==> src/rtl/serial_bus_master.sv <==
// Serial bus initiator: arbitrates, shifts a 15-bit address LSB-first, then 8 write bits out or 8 read bits in.
// Optional ACK timeout (ACK_WAIT cycles in AACK/DACK) is built only when BUS_MASTER_TIMEOUT_EN is defined.
module serial_bus_master #(
   parameter int ACK_WAIT = 15
) (
   input  logic        CLK,
   input  logic        RST,
   input  logic        M_REQ,
   input  logic        M_RW,
   input  logic [14:0] M_ADDR,
   input  logic [7:0]  M_DIN,
   output logic        M_BUSY,
   output logic        M_DVALID,
   output logic [7:0]  M_DOUT,
   output logic        M_DONE,
   output logic        M_ERR,
   output logic        B_REQ,
   input  logic        B_GRANT,
   output logic        B_VALID,
   output logic        B_BUS_OUT,
   input  logic        B_BUS_IN,
   output logic        B_RW,
   input  logic        B_ACK,
   input  logic        B_SBSY,
   input  logic        B_READY
);

   typedef enum logic [2:0] {IDLE, ARB, ADDR, AACK, WDATA, DACK, RDATA, FINISH} state_t;

   state_t      state_q, state_d;
   logic [3:0]  cnt_q, cnt_d;
   logic        rw_q, rw_d;
   logic [14:0] addr_q, addr_d;
   logic [7:0]  din_q, din_d;
   logic [7:0]  rdata_q, rdata_d;
   logic [7:0]  dout_d;
   logic        busy_d, dvalid_d, done_d, err_d;
   logic        b_req_d, b_valid_d, b_bus_out_d, b_rw_d;
   logic        timeout;

   // Slave status lines are observed by the system but never steer this FSM.
   logic monitor_unused;
   assign monitor_unused = B_SBSY | B_READY;

`ifdef BUS_MASTER_TIMEOUT_EN
   localparam int WAIT_W = $clog2(ACK_WAIT + 1);

   logic [WAIT_W-1:0] wait_q, wait_d;

   assign timeout = !B_ACK && (wait_q == WAIT_W'(ACK_WAIT - 1));
   assign wait_d  = (state_d != state_q) ? '0 : wait_q + 1'b1;

   always_ff @(posedge CLK) begin
      if (RST) wait_q <= '0;
      else     wait_q <= wait_d;
   end
`else
   logic ack_wait_unused;
   assign ack_wait_unused = (ACK_WAIT != 0);
   assign timeout         = 1'b0;
`endif

   // NOTE: every always_comb output gets a default first, so no path can infer a latch.
   always_comb begin
      state_d  = state_q;
      rw_d     = rw_q;
      addr_d   = addr_q;
      din_d    = din_q;
      rdata_d  = rdata_q;
      dout_d   = M_DOUT;
      dvalid_d = 1'b0;
      done_d   = 1'b0;
      err_d    = 1'b0;

      case (state_q)
         IDLE: begin
            if (M_REQ) begin
               state_d = ARB;
               rw_d    = M_RW;
               addr_d  = M_ADDR;
               din_d   = M_DIN;
            end
         end
         ARB:   if (B_GRANT) state_d = ADDR;
         ADDR:  if (cnt_q == 4'd14) state_d = AACK;
         AACK: begin
            if (B_ACK) begin
               state_d = rw_q ? WDATA : RDATA;
            end else if (timeout) begin
               state_d = FINISH;
               err_d   = 1'b1;
            end
         end
         WDATA: if (cnt_q == 4'd7) state_d = DACK;
         DACK: begin
            if (B_ACK) begin
               state_d = FINISH;
               done_d  = 1'b1;
            end else if (timeout) begin
               state_d = FINISH;
               err_d   = 1'b1;
            end
         end
         RDATA: begin
            // First RDATA cycle is a turnaround; bits arrive on counts 1..8.
            if (cnt_q != 4'd0) begin
               rdata_d = {B_BUS_IN, rdata_q[7:1]};
               if (cnt_q == 4'd8) begin
                  state_d  = FINISH;
                  dout_d   = rdata_d;
                  dvalid_d = 1'b1;
                  done_d   = 1'b1;
               end
            end
         end
         FINISH:  state_d = IDLE;
         default: state_d = IDLE;
      endcase

      cnt_d = (state_d != state_q) ? 4'd0 :
              (cnt_q == 4'hF)      ? cnt_q : cnt_q + 4'd1;

      busy_d    = (state_d != IDLE);
      b_valid_d = state_d inside {ADDR, AACK, WDATA, DACK, RDATA};
      b_req_d   = b_valid_d || (state_d == ARB);
      b_rw_d    = b_valid_d && rw_d;

      b_bus_out_d = 1'b0;
      if (state_d == ADDR)       b_bus_out_d = addr_d[cnt_d];
      else if (state_d == WDATA) b_bus_out_d = din_d[cnt_d[2:0]];
   end

   // NOTE: sequential state uses non-blocking '<=' so every register samples the same pre-edge values.
   always_ff @(posedge CLK) begin
      if (RST) begin
         state_q   <= IDLE;
         cnt_q     <= '0;
         rw_q      <= 1'b0;
         addr_q    <= '0;
         din_q     <= '0;
         rdata_q   <= '0;
         M_BUSY    <= 1'b0;
         M_DVALID  <= 1'b0;
         M_DOUT    <= 8'h00;
         M_DONE    <= 1'b0;
         M_ERR     <= 1'b0;
         B_REQ     <= 1'b0;
         B_VALID   <= 1'b0;
         B_BUS_OUT <= 1'b0;
         B_RW      <= 1'b0;
      end else begin
         state_q   <= state_d;
         cnt_q     <= cnt_d;
         rw_q      <= rw_d;
         addr_q    <= addr_d;
         din_q     <= din_d;
         rdata_q   <= rdata_d;
         M_BUSY    <= busy_d;
         M_DVALID  <= dvalid_d;
         M_DOUT    <= dout_d;
         M_DONE    <= done_d;
         M_ERR     <= err_d;
         B_REQ     <= b_req_d;
         B_VALID   <= b_valid_d;
         B_BUS_OUT <= b_bus_out_d;
         B_RW      <= b_rw_d;
      end
   end

endmodule

==> config.mk <==
export PLATFORM = sky130hd
export DESIGN_NAME = serial_bus_master
export DESIGN_NICKNAME = d
export VERILOG_FILES = /design/src/rtl/serial_bus_master.sv
export SDC_FILE = /design/constraint.sdc
export NUM_CORES = 1
export LEC_CHECK = 0
export CAP_MARGIN = 25
export CORE_ASPECT_RATIO = 1.4
export CORE_MARGIN = 2
export CORE_UTILIZATION = 65
export CTS_BUF_LIST = sky130_fd_sc_hd__clkbuf_8
export DETAILED_ROUTE_END_ITERATION = 6
export DONT_BUFFER_PORTS = 1
export PLACE_DENSITY = 0.81
export REMOVE_ABC_BUFFERS = 1
export SLEW_MARGIN = 20
export SYNTH_ARGS = -nofsm -noshare
export SYNTH_HDL_FRONTEND = slang
export SYNTH_SLANG_ARGS = --single-unit
==> constraint.sdc <==
create_clock -name CLK -period 2.5 [get_ports CLK]
set_input_delay 0.25 -clock CLK [delete_from_list [all_inputs] [get_ports CLK]]
set_output_delay 0.25 -clock CLK [all_outputs]
set_load 0.01 [all_outputs]
==> impl_summary.txt <==
----------------------------------------------------
[Status]
  Status ... completed

[STA]
  Endpoints failing setup ... 0
  Count of final max-slew check failures ... 0
  Setup repair after global routing missed its margin ... false
  Hold Fails Final Rpt ... 0
  Clock skew ... 0.00665 ns
  Worst-Margin Slew ... 0.596 ns
  Fin crit share ... 0.940
  Worst relative slew slack ... 0.601
  Tmin final ... 2.35 ns
  Minimum setup slack in the final design ... 0.151 ns
  Max frequency ... 0.426 GHz

[Power]
  Leakage ... 1.00 nW
  Post-layout power ... 1.62 mW
  Maximum vdd ir drop ... 0.572 mV
  P per Cell Area ... 616 mW/mm2

[Logic synthesis]
  Fraction of registers with async set/reset ... 0
  Commonest cells in the synthesized netlist ... dfxtp_1, nand2_1, nor2_1
  Top area cells in the synthesized netlist ... dfxtp_1, mux2i_1, nand2_1
  Total standard cell area after synthesis ... 0.00242 mm2
  Ys flop type ... dfxtp_1
  Synthesis warning total ... 0
  Number of distinct library cell variants in the gate-level netlist after synthesis ... 51
  Most used standard cell by instance count after synthesis ... dfxtp_1
  Register bit count reported by yosys ... 53
  EDFF count, synth ... 0
  Yosys top cell by area ... dfxtp_1
  Synthesized netlist cell count ... 286
  Fraction of the yosys area taken by sequential cells ... 0.438
  Average footprint of a synthesized cell ... 8.46 um2
  Portion of synthesized cell area occupied by the leading cell type ... 0.438

[Clocking]
  Buffers inserted during post-CTS setup optimization ... 0
  Clock insertion delay at the later pin of the skew report ... 0.31 ns
  # clock sinks ... 53
  TritonCTS clock tree ... yes
  Clock input transition at the sequential cells of the worst setup and hold paths ... 0.08 ns
  Clock tree buffer depth ... 2
  CTS Buf Count ... 5
  CTS root buffer ... clkbuf_8
  H-Tree Depth ... 2

[Floorplanning]
  Die span in y ... 76.2 um
  Number of rows created at floorplan ... 26
  Total die area ... 0.00423 mm2
  Die span in x ... 55.6 um
  I/O pin total ... 48
  CORE AREA ... 0.00361 mm2
  Initial standard-cell utilization of the core ... 0.670

[Critical path]
  Crit path capture type ... register
  Kind of start point of the critical path ... register
  Kind of critical path ... reg2reg
  Crit path required time ... 2.73 ns
  Data arrival time of the critical path ... 2.58 ns
  Biggest fanout along the worst timing path ... 5
  Worst Reg2Reg Path Length in Cells ... 8

[Global routing]
  Number of antenna violations at the first check in global routing ... 0
  Total track usage ... 0.246
  Number of global-route vias before repair ... 1,968
  First-pass GRT wire length ... 8380 um
  GRT Residual Overflow ... 0
  Maximum number of pins on one net before global-route repair ... 49

[Final layout]
  Util after Layout ... 0.729
  Area growth syn-to-layout ... 8.84%
  Antenna fix cells ... 0
  Final layout net count ... 324
  Multi-input gate area ... 0.00129 mm2
  Share of final-layout standard cells stronger than drive strength 1 ... 0.114
  Flip-flop and latch area ... 0.00106 mm2
  Filler cell count ... 279

[Hold path]
  Worst min-delay path category ... in2reg
  Worst hold path depth ... 1

[Route]
  Post-detailed-route DRC marker count ... 0
  Wire length per cell after detailed routing ... 15.6 um
  Count of nets left with antenna violations after detail routing ... 0
  Via density per instance ... 6.04
  Detailed router's first-iteration violation count ... 81
  Topmost layer with routed signal wires ... met4
  Metal1 wirelength ... 2160 um
  Number of vias in the routed layout ... 2,006
  Final Routed Wirelength ... 5160 um
  Sum of met3 wire segment lengths after detailed routing ... 267 um
  Detailed Routing Iterations Pass 1 ... 4
  Met2 wire len ... 2580 um

[Place]
  Weighted congestion at the end of routability-driven global placement ... 0.919
  DP Wirelength ... 3460 um
  Port buffer count ... 0
  Worst setup timing slack at the placement stage ... 0.150 ns

[Job]
  Max-cap violations ... 0

----------------------------------------------------
-- critical path, cell delays in order (launching register included) --
cell	delay [ns]
dfxtp_2	0.37
inv_1	0.13
ha_1	0.22
and4_4	0.18
o41a_1	0.44
nand2b_4	0.18
o311a_1	0.35
a311o_1	0.33
o2111ai_2	0.08
-- report_power, final --
| part | internal [mW] | switching, mW |
|---|---|---|
| sequential | 0.885 | 0.0236 |
| combinational | 0.112 | 0.151 |
| clock | 0.190 | 0.261 |
| total | 1.19 | 0.436 |
-- sequential cells by signal (all words and copies together) (netlist names) --
name,cells
M_DVALID,1
B_BUS_OUT,1
M_DONE,1
addr_q,15
B_REQ,1
M_BUSY,1
B_VALID,1
state_q,3
cnt_q,4
M_DOUT,8
rdata_q,7
din_q,8
rw_q,1
B_RW,1
-- cells by family (layout without fill, tap and decap cells) --
group / Yosys count / after routing / synth area share
buffers and inverters: 23 / 27 / 0.0403
AND/OR/NAND/NOR: 125 / 125 / 0.245
flip-flops: 53 / 53 / 0.438
AO/OA/AOI/OAI: 54 / 54 / 0.148
other: 1 / 1 / 0.00155
adder cells (fa/ha/maj): 3 / 3 / 0.0155
multiplexers: 25 / 25 / 0.104
XOR/XNOR: 2 / 2 / 0.00724
-- final timing paths --
check	startpoint	end	slack [ns]
setup / recovery	cnt_q[0]	B_BUS_OUT	0.15
hold reg to reg	addr_q[7]	addr_q[7]	0.46
setup reg to reg	cnt_q[0]	B_BUS_OUT	0.15
hold / removal	RST	addr_q[7]	0.004
-- area by class of cell --
cell class / instances / share of cell area
tap: 42 / 0.0200
clock inverter: 3 / 0.00523
timing repair buffer: 15 / 0.0494
clock buffer: 5 / 0.0261
sequential: 53 / 0.403
inverter: 4 / 0.00570
multi-input combinational: 210 / 0.490
-- what timing repair did --
action,4_1_cts,5_1_grt
hold buffers,1,1
hold endpoints to repair,3,11
gates resized for setup,0,5
endpoints found under the setup margin,0,1
-- through the flow --
step / area, um2 / hold WS [ns] / cells / TNS (ns)
6_report: 2630 / 0.00390 / 332 / 0
5_1_grt: 2630 / -0.00151 / 332 / 0
4_1_cts: 2600 / 0.0000358 / 331 / 0
3_5_place_dp: 2510 / 0.325 / 322 / 0
3_3_place_gp: 2510 / 0.324 / 322 / 0
2_1_floorplan: 2340 / 0.319 / 267 / -24.86
-- per-layer routing --
metal  global-route usage  up-vias
met2                0.430       58
met1                0.274      934
met4                0.127        0
met5                    0        -
li1                     -      998
met3               0.0560       16
-- layout by cell type, fill, tap and decap left out, drive strengths merged, types with 4 or more instances in the layout --
cell type,synthesis,layout
inv,4,5
buf,8,13
mux2i,23,23
o21ai,6,6
nand2b,5,5
nand2,51,51
nor2,35,35
dfxtp,53,53
a31oi,4,4
nand3,9,9
a21oi,22,22
nor3,4,4
clkbuf,11,5
No activity file was read; power rests on OpenSTA's default activity.
